**src/rtl/fifo_video_out_pkg.sv**
```systemverilog
// Shared timing defaults, colour-bar table and FSM state type for fifo_video_out.
package video_pkg;
    localparam int unsigned DEF_H_ACTIVE = 80;
    localparam int unsigned DEF_H_FP     = 4;
    localparam int unsigned DEF_H_SYNC   = 8;
    localparam int unsigned DEF_H_BP     = 8;
    localparam int unsigned DEF_V_ACTIVE = 60;
    localparam int unsigned DEF_V_FP     = 1;
    localparam int unsigned DEF_V_SYNC   = 2;
    localparam int unsigned DEF_V_BP     = 2;
    localparam logic        DEF_SYNC_POL = 1'b0;
    localparam int unsigned RGB_W        = 24;

    typedef enum logic {IDLE = 1'b0, RUN = 1'b1} state_t;

    // White, yellow, cyan, green, magenta, red, blue, black.
    localparam logic [RGB_W-1:0] BAR_COLOURS [8] = '{
        24'hFFFFFF, 24'hFFFF00, 24'h00FFFF, 24'h00FF00,
        24'hFF00FF, 24'hFF0000, 24'h0000FF, 24'h000000
    };
endpackage

```
**src/rtl/fifo_video_out_if.sv**
```systemverilog
// Bundle for fifo_video_out: FIFO read side, raster/pixel outputs and status flags.
// The test_mode input exists only when FIFO_VIDEO_OUT_TEST_PATTERN_EN is defined.
interface fifo_video_out_if;
    import video_pkg::*;

    logic             start;
    logic             fifo_empty;
    logic [RGB_W-1:0] fifo_dout;
    logic             fifo_ren;
    logic             hsync;
    logic             vsync;
    logic             de;
    logic [RGB_W-1:0] rgb;
    logic             frame_done;
    logic             underflow;
`ifdef FIFO_VIDEO_OUT_TEST_PATTERN_EN
    logic             test_mode;
`endif

    // Video block side: pops the FIFO and drives the panel.
    modport master (
`ifdef FIFO_VIDEO_OUT_TEST_PATTERN_EN
        input  test_mode,
`endif
        input  start, fifo_empty, fifo_dout,
        output fifo_ren, hsync, vsync, de, rgb, frame_done, underflow
    );

    // Environment side: FIFO owner and display sink.
    modport slave (
`ifdef FIFO_VIDEO_OUT_TEST_PATTERN_EN
        output test_mode,
`endif
        output start, fifo_empty, fifo_dout,
        input  fifo_ren, hsync, vsync, de, rgb, frame_done, underflow
    );
endinterface

```
**src/rtl/fifo_video_out_timing_gen.sv**
```systemverilog
// Raster counters, IDLE/RUN FSM and active/sync/last-pixel decode for fifo_video_out.
// Frame-edge and h_cnt outputs exist only with FIFO_VIDEO_OUT_TEST_PATTERN_EN.
module video_timing_gen
    import video_pkg::*;
#(
    parameter int unsigned H_ACTIVE = DEF_H_ACTIVE,
    parameter int unsigned H_FP     = DEF_H_FP,
    parameter int unsigned H_SYNC   = DEF_H_SYNC,
    parameter int unsigned H_BP     = DEF_H_BP,
    parameter int unsigned V_ACTIVE = DEF_V_ACTIVE,
    parameter int unsigned V_FP     = DEF_V_FP,
    parameter int unsigned V_SYNC   = DEF_V_SYNC,
    parameter int unsigned V_BP     = DEF_V_BP
) (
    input  logic clk,
    input  logic rst,
    input  logic i_start,
    input  logic i_fifo_empty,
    output logic o_run,
    output logic o_active,
    output logic o_hsync_on,
    output logic o_vsync_on,
    output logic o_last
`ifdef FIFO_VIDEO_OUT_TEST_PATTERN_EN
    ,
    output logic o_frame_edge,
    output logic [$clog2(H_ACTIVE+H_FP+H_SYNC+H_BP)-1:0] o_h_cnt
`endif
);
    localparam int unsigned H_TOTAL = H_ACTIVE + H_FP + H_SYNC + H_BP;
    localparam int unsigned V_TOTAL = V_ACTIVE + V_FP + V_SYNC + V_BP;
    localparam int unsigned HW      = $clog2(H_TOTAL);
    localparam int unsigned VW      = $clog2(V_TOTAL);

    state_t        r_state;
    state_t        w_state_nxt;
    logic [HW-1:0] r_h_cnt;
    logic [VW-1:0] r_v_cnt;
    logic          w_h_wrap;
    logic          w_v_wrap;
    logic          w_frame_wrap;

    assign w_h_wrap     = (32'(r_h_cnt) == H_TOTAL - 1);
    assign w_v_wrap     = (32'(r_v_cnt) == V_TOTAL - 1);
    assign w_frame_wrap = w_h_wrap && w_v_wrap;

    always_ff @(posedge clk or posedge rst) begin
        if (rst) r_state <= IDLE;
        else     r_state <= w_state_nxt;
    end

    // Leaving RUN is only allowed on the frame wrap, so frames are never cut short.
    always_comb begin
        w_state_nxt = r_state;
        o_run       = 1'b0;
        unique case (r_state)
            IDLE: if (i_start && !i_fifo_empty) w_state_nxt = RUN;
            RUN: begin
                o_run = 1'b1;
                if (w_frame_wrap && !i_start) w_state_nxt = IDLE;
            end
            default: w_state_nxt = IDLE;
        endcase
    end

    always_ff @(posedge clk or posedge rst) begin
        if (rst) begin
            r_h_cnt <= '0;
            r_v_cnt <= '0;
        end else if (r_state != RUN) begin
            r_h_cnt <= '0;
            r_v_cnt <= '0;
        end else if (w_h_wrap) begin
            r_h_cnt <= '0;
            r_v_cnt <= w_v_wrap ? '0 : r_v_cnt + 1'b1;
        end else begin
            r_h_cnt <= r_h_cnt + 1'b1;
        end
    end

    assign o_active   = o_run && (32'(r_h_cnt) < H_ACTIVE) && (32'(r_v_cnt) < V_ACTIVE);
    assign o_hsync_on = (32'(r_h_cnt) >= H_ACTIVE + H_FP) && (32'(r_h_cnt) < H_ACTIVE + H_FP + H_SYNC);
    assign o_vsync_on = (32'(r_v_cnt) >= V_ACTIVE + V_FP) && (32'(r_v_cnt) < V_ACTIVE + V_FP + V_SYNC);
    assign o_last     = o_active && (32'(r_h_cnt) == H_ACTIVE - 1) && (32'(r_v_cnt) == V_ACTIVE - 1);

`ifdef FIFO_VIDEO_OUT_TEST_PATTERN_EN
    assign o_frame_edge = !o_run || w_frame_wrap;
    assign o_h_cnt      = r_h_cnt;
`endif
endmodule

```
**src/rtl/fifo_video_out.sv**
```systemverilog
// Pixel FIFO to raster video: pops one word per active pixel, two-stage aligned outputs.
// FIFO_VIDEO_OUT_TEST_PATTERN_EN adds test_mode with an 8-bar colour pattern.
module fifo_video_out
    import video_pkg::*;
#(
    parameter int unsigned H_ACTIVE = DEF_H_ACTIVE,
    parameter int unsigned H_FP     = DEF_H_FP,
    parameter int unsigned H_SYNC   = DEF_H_SYNC,
    parameter int unsigned H_BP     = DEF_H_BP,
    parameter int unsigned V_ACTIVE = DEF_V_ACTIVE,
    parameter int unsigned V_FP     = DEF_V_FP,
    parameter int unsigned V_SYNC   = DEF_V_SYNC,
    parameter int unsigned V_BP     = DEF_V_BP,
    parameter logic        SYNC_POL = DEF_SYNC_POL
) (
    input  logic              clk,
    input  logic              rst,
    fifo_video_out_if.master  bus
);
    logic             w_run;
    logic             w_active;
    logic             w_hs_on;
    logic             w_vs_on;
    logic             w_last;
    logic             w_tm;
    logic             w_ren;
    logic             w_starve;
    logic [RGB_W-1:0] w_rgb_nxt;

    logic r_ren_q, r_active_q, r_hs_q, r_vs_q, r_last_q, r_starve_q;

`ifdef FIFO_VIDEO_OUT_TEST_PATTERN_EN
    localparam int unsigned HW    = $clog2(H_ACTIVE + H_FP + H_SYNC + H_BP);
    localparam int unsigned BAR_W = H_ACTIVE / 8;

    logic          w_frame_edge;
    logic [HW-1:0] w_h_cnt;
    logic [2:0]    w_bar;
    logic          r_test_mode;
    logic          r_tp_q;
    logic [2:0]    r_bar_q;
`endif

    video_timing_gen #(
        .H_ACTIVE (H_ACTIVE), .H_FP (H_FP), .H_SYNC (H_SYNC), .H_BP (H_BP),
        .V_ACTIVE (V_ACTIVE), .V_FP (V_FP), .V_SYNC (V_SYNC), .V_BP (V_BP)
    ) u_timing (
        .clk          (clk),
        .rst          (rst),
        .i_start      (bus.start),
        .i_fifo_empty (bus.fifo_empty),
        .o_run        (w_run),
        .o_active     (w_active),
        .o_hsync_on   (w_hs_on),
        .o_vsync_on   (w_vs_on),
        .o_last       (w_last)
`ifdef FIFO_VIDEO_OUT_TEST_PATTERN_EN
        ,
        .o_frame_edge (w_frame_edge),
        .o_h_cnt      (w_h_cnt)
`endif
    );

`ifdef FIFO_VIDEO_OUT_TEST_PATTERN_EN
    // test_mode only changes between frames so a frame is never half pattern.
    always_ff @(posedge clk or posedge rst) begin
        if (rst)               r_test_mode <= 1'b0;
        else if (w_frame_edge) r_test_mode <= bus.test_mode;
    end
    assign w_tm  = r_test_mode;
    assign w_bar = 3'(32'(w_h_cnt) / BAR_W);
`else
    assign w_tm  = 1'b0;
`endif

    // w_active already includes the RUN state.
    assign w_ren        = w_active && !bus.fifo_empty && !w_tm;
    assign w_starve     = w_active &&  bus.fifo_empty && !w_tm;
    assign bus.fifo_ren = w_ren;

    always_ff @(posedge clk or posedge rst) begin
        if (rst) begin
            r_ren_q    <= 1'b0;
            r_active_q <= 1'b0;
            r_hs_q     <= 1'b0;
            r_vs_q     <= 1'b0;
            r_last_q   <= 1'b0;
            r_starve_q <= 1'b0;
        end else begin
            r_ren_q    <= w_ren;
            r_active_q <= w_active;
            r_hs_q     <= w_hs_on;
            r_vs_q     <= w_vs_on;
            r_last_q   <= w_last;
            r_starve_q <= w_starve;
        end
    end

`ifdef FIFO_VIDEO_OUT_TEST_PATTERN_EN
    always_ff @(posedge clk or posedge rst) begin
        if (rst) begin
            r_tp_q  <= 1'b0;
            r_bar_q <= '0;
        end else begin
            r_tp_q  <= w_tm;
            r_bar_q <= w_bar;
        end
    end
`endif

    always_comb begin
        w_rgb_nxt = '0;
        if (r_ren_q) w_rgb_nxt = bus.fifo_dout;
`ifdef FIFO_VIDEO_OUT_TEST_PATTERN_EN
        if (r_tp_q && r_active_q) w_rgb_nxt = BAR_COLOURS[r_bar_q];
`endif
    end

    always_ff @(posedge clk or posedge rst) begin
        if (rst) begin
            bus.rgb        <= '0;
            bus.de         <= 1'b0;
            bus.hsync      <= ~SYNC_POL;
            bus.vsync      <= ~SYNC_POL;
            bus.frame_done <= 1'b0;
            bus.underflow  <= 1'b0;
        end else begin
            bus.rgb        <= w_rgb_nxt;
            bus.de         <= r_active_q;
            bus.hsync      <= r_hs_q ? SYNC_POL : ~SYNC_POL;
            bus.vsync      <= r_vs_q ? SYNC_POL : ~SYNC_POL;
            bus.frame_done <= r_last_q;
            bus.underflow  <= bus.underflow | r_starve_q;
        end
    end
endmodule

```
**src/flat_wrapper.sv**
```systemverilog
// flat-port wrapper written by rule: the top's interface ports become plain ports
module fifo_video_out_flat import video_pkg::*;
#(
    parameter int unsigned H_ACTIVE = DEF_H_ACTIVE,
    parameter int unsigned H_FP     = DEF_H_FP,
    parameter int unsigned H_SYNC   = DEF_H_SYNC,
    parameter int unsigned H_BP     = DEF_H_BP,
    parameter int unsigned V_ACTIVE = DEF_V_ACTIVE,
    parameter int unsigned V_FP     = DEF_V_FP,
    parameter int unsigned V_SYNC   = DEF_V_SYNC,
    parameter int unsigned V_BP     = DEF_V_BP,
    parameter logic        SYNC_POL = DEF_SYNC_POL
)
  (clk, rst, bus_start, bus_fifo_empty, bus_fifo_dout, bus_fifo_ren, bus_hsync, bus_vsync, bus_de, bus_rgb, bus_frame_done, bus_underflow);
  fifo_video_out_if bus_i ();
  input  logic clk;
  input  logic rst;
  input wire logic [$bits(bus_i.start)-1:0] bus_start;
  input wire logic [$bits(bus_i.fifo_empty)-1:0] bus_fifo_empty;
  input wire logic [$bits(bus_i.fifo_dout)-1:0] bus_fifo_dout;
  output wire logic [$bits(bus_i.fifo_ren)-1:0] bus_fifo_ren;
  output wire logic [$bits(bus_i.hsync)-1:0] bus_hsync;
  output wire logic [$bits(bus_i.vsync)-1:0] bus_vsync;
  output wire logic [$bits(bus_i.de)-1:0] bus_de;
  output wire logic [$bits(bus_i.rgb)-1:0] bus_rgb;
  output wire logic [$bits(bus_i.frame_done)-1:0] bus_frame_done;
  output wire logic [$bits(bus_i.underflow)-1:0] bus_underflow;
  assign bus_i.start = bus_start;
  assign bus_i.fifo_empty = bus_fifo_empty;
  assign bus_i.fifo_dout = bus_fifo_dout;
  assign bus_fifo_ren = bus_i.fifo_ren;
  assign bus_hsync = bus_i.hsync;
  assign bus_vsync = bus_i.vsync;
  assign bus_de = bus_i.de;
  assign bus_rgb = bus_i.rgb;
  assign bus_frame_done = bus_i.frame_done;
  assign bus_underflow = bus_i.underflow;
  fifo_video_out #(.H_ACTIVE(H_ACTIVE), .H_FP(H_FP), .H_SYNC(H_SYNC), .H_BP(H_BP), .V_ACTIVE(V_ACTIVE), .V_FP(V_FP), .V_SYNC(V_SYNC), .V_BP(V_BP), .SYNC_POL(SYNC_POL)) u_core (.clk(clk), .rst(rst), .bus(bus_i));
endmodule
```
**config.mk**
```make
export PLATFORM = sky130hd
export DESIGN_NAME = fifo_video_out_flat
export DESIGN_NICKNAME = d
export VERILOG_FILES = /design/src/rtl/fifo_video_out_pkg.sv /design/src/rtl/fifo_video_out_if.sv /design/src/rtl/fifo_video_out_timing_gen.sv /design/src/rtl/fifo_video_out.sv /design/src/flat_wrapper.sv
export SDC_FILE = /design/constraint.sdc
export NUM_CORES = 1
export LEC_CHECK = 0
export ABC_AREA = 0
export CELL_PAD_IN_SITES_DETAIL_PLACEMENT = 1
export CELL_PAD_IN_SITES_GLOBAL_PLACEMENT = 1
export CORE_ASPECT_RATIO = 0.6
export CORE_MARGIN = 4
export CORE_UTILIZATION = 39
export CTS_CLUSTER_DIAMETER = 40
export DETAILED_ROUTE_END_ITERATION = 7
export PLACE_DENSITY = 0.8
export SLEW_MARGIN = 20
export SYNTH_ARGS = -nofsm -noshare
export SYNTH_HDL_FRONTEND = slang
export SYNTH_HIERARCHICAL = 1
export SYNTH_SLANG_ARGS = --single-unit
export TNS_END_PERCENT = 50
```
**constraint.sdc**
```tcl
create_clock -name clk -period 4.7 [get_ports clk]
set_clock_uncertainty 0.1 [all_clocks]
set_input_delay 0.47 -clock clk [delete_from_list [all_inputs] [get_ports clk]]
set_output_delay 0.47 -clock clk [all_outputs]
set_load 0.1 [all_outputs]
```
== After elaboration in Yosys (flattened, before gate mapping) ==
Index checks and enable logic that the tools add are counted.
Cells by class
  add/subtract/negate cells: 2
  order comparisons: 6
  equal/unequal tests: 5
  muxes and demuxes: 12
  bitwise operators: 2
  reduce and logical (&&, ||, !) cells: 13
Operators with widths (count)
  $mux W7: 5
  $mux W24: 1
  $eq A7 B7 Y1 const B: 3
  $add A7 B1 Y7 const B: 2
  $lt A7 B6 Y1 const B: 2
  $lt A7 B7 Y1 const B: 2
  $logic_and A1 B1 Y1: 11
  $eq A7 B6 Y1 const B: 1
  $ge A7 B6 Y1 const B: 1
  $ge A7 B7 Y1 const B: 1
  $mux W1: 5
  $logic_not A1 Y1: 2
  $ne A2 B1 Y1 const B: 1
  $pmux W1 S2: 1
  $not A1 Y1: 1
  $or A1 B1 Y1: 1
Word-level totals
  register bits: 50
  bits of input ports: 28
  output and inout bits: 30
  logic and storage cells: 55

== Longest topological paths before layout ==
  depth after elaboration: 5
  depth in mapped cells: 6
  depth with buffers taken out: 6

== Cells and area by module ==
Netlist, hierarchy kept.
Modules (own cells, without submodules)
  fifo_video_out: instances 1, cells each 67, area an instance 1103.6 µm²
  video_timing_gen: instances 1, cells each 97, area an instance 920.9 µm²

== Worst setup path after synthesis ==
No wires, ideal clock.
  kind: register to output
  from: register u_core.u_timing.r_h_cnt[4]
  to: output bus_fifo_ren
  arrival time: 2.156 ns
  data required time: 4.130 ns
  path slack: 1.974 ns
  stages on the path, launching flop included: 4
  buffers on the path: 0
  cell sequence: dfrtp_1 -> o21ai_0 -> and3_1 -> nor2b_1
On the way
  cells in the longest elaborated chain, start to end: 4
Ends and longest elaborated chain
  from (decl): RTL line fifo_video_out_timing_gen.sv:37  | logic [HW-1:0] r_h_cnt;
  from (signal assigned): RTL line fifo_video_out_timing_gen.sv:77  | r_h_cnt <= r_h_cnt + 1'b1;
  $lt A7 B7 Y1: RTL line fifo_video_out_timing_gen.sv:81  | assign o_active = o_run && (32'(r_h_cnt) < H_ACTIVE) && (32'(r_v_cnt) < V_ACTIVE);
  $logic_and A1 B1 Y1 (2 in series): RTL line fifo_video_out_timing_gen.sv:81
  named net u_core.w_active: RTL line fifo_video_out.sv:21  | logic w_active;
  $logic_and A1 B1 Y1: RTL line fifo_video_out.sv:77  | assign w_ren = w_active && !bus.fifo_empty && !w_tm;
  to (decl): RTL line flat_wrapper.sv:21  | output wire logic [$bits(bus_i.fifo_ren)-1:0] bus_fifo_ren;
The timed path passes the listed nets, and every way through them passes these cells.

== Final worst setup path ==
  from: register u_core.u_timing.r_state
  to: output bus_fifo_ren
On the way
  cells in the longest elaborated chain, start to end: 4
Ends and longest elaborated chain
  from (decl): RTL line fifo_video_out_timing_gen.sv:35  | state_t r_state;
  from (signal assigned): RTL line fifo_video_out_timing_gen.sv:49  | else r_state <= w_state_nxt;
  $mux W1: RTL line fifo_video_out_timing_gen.sv:56  | unique case (r_state)
  $logic_and A1 B1 Y1 (2 in series): RTL line fifo_video_out_timing_gen.sv:81
  named net u_core.w_active: RTL line fifo_video_out.sv:21
  $logic_and A1 B1 Y1: RTL line fifo_video_out.sv:77
The timed path passes the listed nets, and every way through them passes these cells.

==> metrics.txt <==
# TYPE chip_impl_metric gauge
chip_impl_metric{name="cts-htree-levels",unit=""} 2
chip_impl_info{name="cts_root_buf",value="clkbuf_8"} 1
chip_impl_metric{name="hold_fix_buffer_count_after_cts",unit=""} 0
chip_impl_metric{name="later_pin_clock_latency_in_the_skew_report",unit="ps"} 300
chip_impl_metric{name="detail_route.wl_per_cell",unit="µm"} 18.0
chip_impl_metric{name="clock_buffer_depth",unit=""} 2
chip_impl_metric{name="placer_congestion",unit=""} 0.869
chip_impl_metric{name="die_area",unit="mm²"} 0.00645
chip_impl_metric{name="synth_enable_flop_cells",unit=""} 0
chip_impl_metric{name="largest_net_degree_at_the_start_of_global_routing",unit=""} 28
chip_impl_metric{name="flow.area_growth_from_synthesis",unit="%"} 36.5
chip_impl_metric{name="initial_core_utilization",unit=""} 0.424
chip_impl_metric{name="ir_drop",unit="mV"} 0.147
chip_impl_metric{name="dr_total_vias",unit=""} 1447
chip_impl_info{name="r2r_end",value="u_core/u_timing/r_state"} 1
chip_impl_metric{name="yosys_warnings",unit=""} 6
chip_impl_metric{name="finalSetupTns",unit="ps"} 0
chip_impl_metric{name="rows",unit=""} 19
chip_impl_metric{name="worst-r2r-cell-count",unit=""} 6
chip_impl_metric{name="slew_violations",unit=""} 0
chip_impl_metric{name="final-instance-count-excl-fill",unit=""} 290
chip_impl_metric{name="clock_sink_count",unit=""} 50
chip_impl_metric{name="synth-seq-area-share",unit=""} 0.619
chip_impl_metric{name="grt_pass1_vias",unit=""} 1573
chip_impl_metric{name="worst_slew_pin_slew",unit="ps"} 1010
chip_impl_metric{name="cp_data_required_time",unit="ps"} 4130
chip_impl_metric{name="syn-cell-area",unit="mm²"} 0.00202
chip_impl_info{name="cp-end-kind",value="output pin"} 1
chip_impl_metric{name="synth.net_count",unit=""} 196
chip_impl_info{name="worst_setup_path_startpoint",value="u_core/u_timing/r_state"} 1
chip_impl_metric{name="powerDensity",unit="mW/mm²"} 451
chip_impl_metric{name="fin_area",unit="mm²"} 0.00276
chip_impl_metric{name="antenna-diode-count",unit=""} 0
chip_impl_metric{name="cts_resized",unit=""} 0
chip_impl_metric{name="report.final.setup_viol",unit=""} 0
chip_impl_info{name="worst_setup_path_start_kind",value="register"} 1
chip_impl_metric{name="cts_setup_buffers",unit=""} 0
chip_impl_info{name="crit-reg2reg-launch",value="u_core/u_timing/r_v_cnt[0]"} 1
chip_impl_metric{name="achievable-frequency",unit="MHz"} 299
chip_impl_metric{name="drt_drc_violations_left",unit=""} 0
chip_impl_metric{name="clk_pin_slew_worst_paths",unit="ps"} 90
chip_impl_metric{name="global_route_wire_length_before_repair",unit="mm"} 8.41
chip_impl_info{name="status",value="finished, final reports clean"} 1
chip_impl_metric{name="die_h",unit="µm"} 63.8
chip_impl_info{name="synth-main-ff-cell",value="dfrtp_1"} 1
chip_impl_metric{name="design.final.nets",unit=""} 258
chip_impl_info{name="ws_path_type",value="reg2out"} 1
chip_impl_metric{name="synth-async-reset-ratio",unit=""} 1.00
chip_impl_metric{name="setup_slack",unit="ps"} 1350
chip_impl_metric{name="max_cap_viol_count",unit=""} 0
chip_impl_metric{name="numPortBuffers",unit=""} 57
chip_impl_metric{name="core_region_area",unit="mm²"} 0.00478
chip_impl_metric{name="global_route.usage.total",unit=""} 0.173
chip_impl_metric{name="grt_remaining_overflow",unit=""} 0
chip_impl_info{name="critical_path.endpoint",value="bus_fifo_ren"} 1
chip_impl_metric{name="finalWorstPathRequiredPeriod",unit="ps"} 3350
chip_impl_metric{name="ios",unit=""} 58
chip_impl_metric{name="place_inst",unit=""} 282
chip_impl_metric{name="post-route-util",unit=""} 0.578
chip_impl_metric{name="ant_nets",unit=""} 0
chip_impl_metric{name="post_route_cells_drive_above_1_share",unit=""} 0.167
chip_impl_info{name="most_instantiated_library_cell_after_synthesis",value="dfrtp_1"} 1
chip_impl_metric{name="p_leak",unit="nW"} 1.20
chip_impl_metric{name="fin_crit_sh",unit=""} 0.712
chip_impl_metric{name="max-slew-margin-rel",unit=""} 0.322
chip_impl_info{name="hold_class",value="reg2reg"} 1
chip_impl_info{name="synthTopCellsByArea",value="dfrtp_1 (59%), and2_2 (7.0%), dfstp_2 (2.6%)"} 1
chip_impl_info{name="netlist.top_cell.by_area",value="dfrtp_1"} 1
chip_impl_metric{name="starting_drc_count_in_detailed_routing",unit=""} 99
chip_impl_metric{name="place_ws",unit="ps"} 1690
chip_impl_metric{name="ys_types",unit=""} 38
chip_impl_metric{name="post_synth_inst_count",unit=""} 164
chip_impl_info{name="cts_tree",value="yes"} 1
chip_impl_metric{name="dpl-instance-area",unit="mm²"} 0.00265
chip_impl_metric{name="synth.top_cell.area_share",unit=""} 0.593
chip_impl_metric{name="synth.ff_latch_count",unit=""} 50
chip_impl_metric{name="worst-r2r-setup-slack",unit="ps"} 2720
chip_impl_metric{name="vias_per_cell",unit=""} 4.99
chip_impl_metric{name="hpwl",unit="mm"} 4.14
chip_impl_metric{name="detail_route.wirelength",unit="mm"} 5.22
chip_impl_metric{name="timing.final.hold_violations",unit=""} 0
chip_impl_metric{name="cts_inserted_buffers",unit=""} 5
chip_impl_info{name="rsz0062_at_grt",value="no"} 1
chip_impl_info{name="synth_commonest_cells",value="dfrtp_1 (48), and2_2 (19), nor2_1 (9), inv_1 (8), nand3_1 (8)"} 1
chip_impl_metric{name="fp.dieW",unit="µm"} 101
chip_impl_metric{name="syn_avg_cell_area",unit="µm²"} 12.3
chip_impl_metric{name="drt_pass1_iterations",unit=""} 4
chip_impl_metric{name="cp.arrival",unit="ps"} 2780
chip_impl_metric{name="number_of_antenna_violations_at_the_first_check_in_global_routing",unit=""} 0
chip_impl_metric{name="worst-path-max-fanout",unit=""} 15
## metrics by stage
step,power [mW],hold WS (ps)
2_1_floorplan,0.845,231
3_3_place_gp,0.945,233
6_report,1.25,255
4_1_cts,1.26,258
3_5_place_dp,0.960,244
5_1_grt,1.31,272
## cells in the final DEF (no fill, tap or decap), types with 2 or more instances in the layout
cell type        synthesis  routed
inv_1                    8       8
o22ai_1                  3       3
mux2i_1                  2       2
xor2_1                   3       3
dfrtp_1                 48      48
ha_1                     4       4
dfstp_2                  2       2
nand3_1                  8       8
xnor2_1                  3       3
a21oi_1                  6       6
clkinv_2                 0       2
clkdlybuf4s50_1          0      57
and2_2                  19      19
nor3_1                   2       2
and3_1                   5       5
or2_2                    2       2
nand2_1                  6       6
and2_1                   7       7
nor2b_1                  5       5
nand4_1                  2       2
clkbuf_8                 0       5
nor2_1                   9       9
## logic make-up (layout without fill, tap and decap cells)
logic type	after synthesis	count (layout)	synth area share
AND/OR/NAND/NOR	75	75	0.236
flip-flops	50	50	0.619
AO/OA/AOI/OAI	16	16	0.0556
buffers and inverters	11	74	0.0284
XOR/XNOR	6	6	0.0260
adder cells (fa/ha/maj)	4	4	0.0247
multiplexers	2	2	0.00989
## report_power, final
part	switching (mW)	internal, mW
sequential	0.0616	0.488
clock	0.140	0.157
combinational	0.271	0.127
total	0.473	0.772
## sequential cells by signal (all words and copies together) (netlist names)
name	flops
u_core/bus.de	1
u_core/bus.frame_done	1
u_core/bus.hsync	1
u_core/bus.rgb	24
u_core/bus.underflow	1
u_core/bus.vsync	1
u_core/r_active_q	1
u_core/r_hs_q	1
u_core/r_last_q	1
u_core/r_ren_q	1
u_core/r_starve_q	1
u_core/r_vs_q	1
u_core/u_timing/r_h_cnt	7
u_core/u_timing/r_state	1
u_core/u_timing/r_v_cnt	7
## cell type report
| class | instances | area, µm² |
|---|---|---|
| Timing Repair Buffer | 58 | 578 |
| Fill cell | 506 | 2020 |
| Sequential cell | 50 | 1250 |
| Multi-Input combinational cell | 103 | 713 |
| Tap cell | 63 | 78.8 |
| Clock buffer | 5 | 68.8 |
| Clock inverter | 3 | 40.0 |
| Inverter | 8 | 30.0 |
## worst max-delay path: stages (launching register included)
cell and delay (ps):
dfrtp_1 650, nor2b_1 240, and3_1 220, nor2b_1 200
clkdlybuf4s50_1 1160
## routing by layer
metal  global-route usage  share of wire  vias up
li1                     -              -      664
met3               0.0457          0.070        4
met1                0.242           0.46      728
met2                0.272           0.46       51
met5                    0              0        -
met4               0.0398         0.0058        0
## worst min-delay path by stage
stage / start / endpoint / depth (start not counted)
after floorplan: u_core/r_active_q / u_core/bus.de / 0
after global placement: u_core/r_active_q / u_core/bus.de / 0
after detailed placement: u_core/r_last_q / u_core/bus.frame_done / 0
after CTS: u_core/r_vs_q / u_core/bus.vsync / 1
after global routing: u_core/r_vs_q / u_core/bus.vsync / 1
final: u_core/r_vs_q / u_core/bus.vsync / 1
No activity file was read; power rests on OpenSTA's default activity.
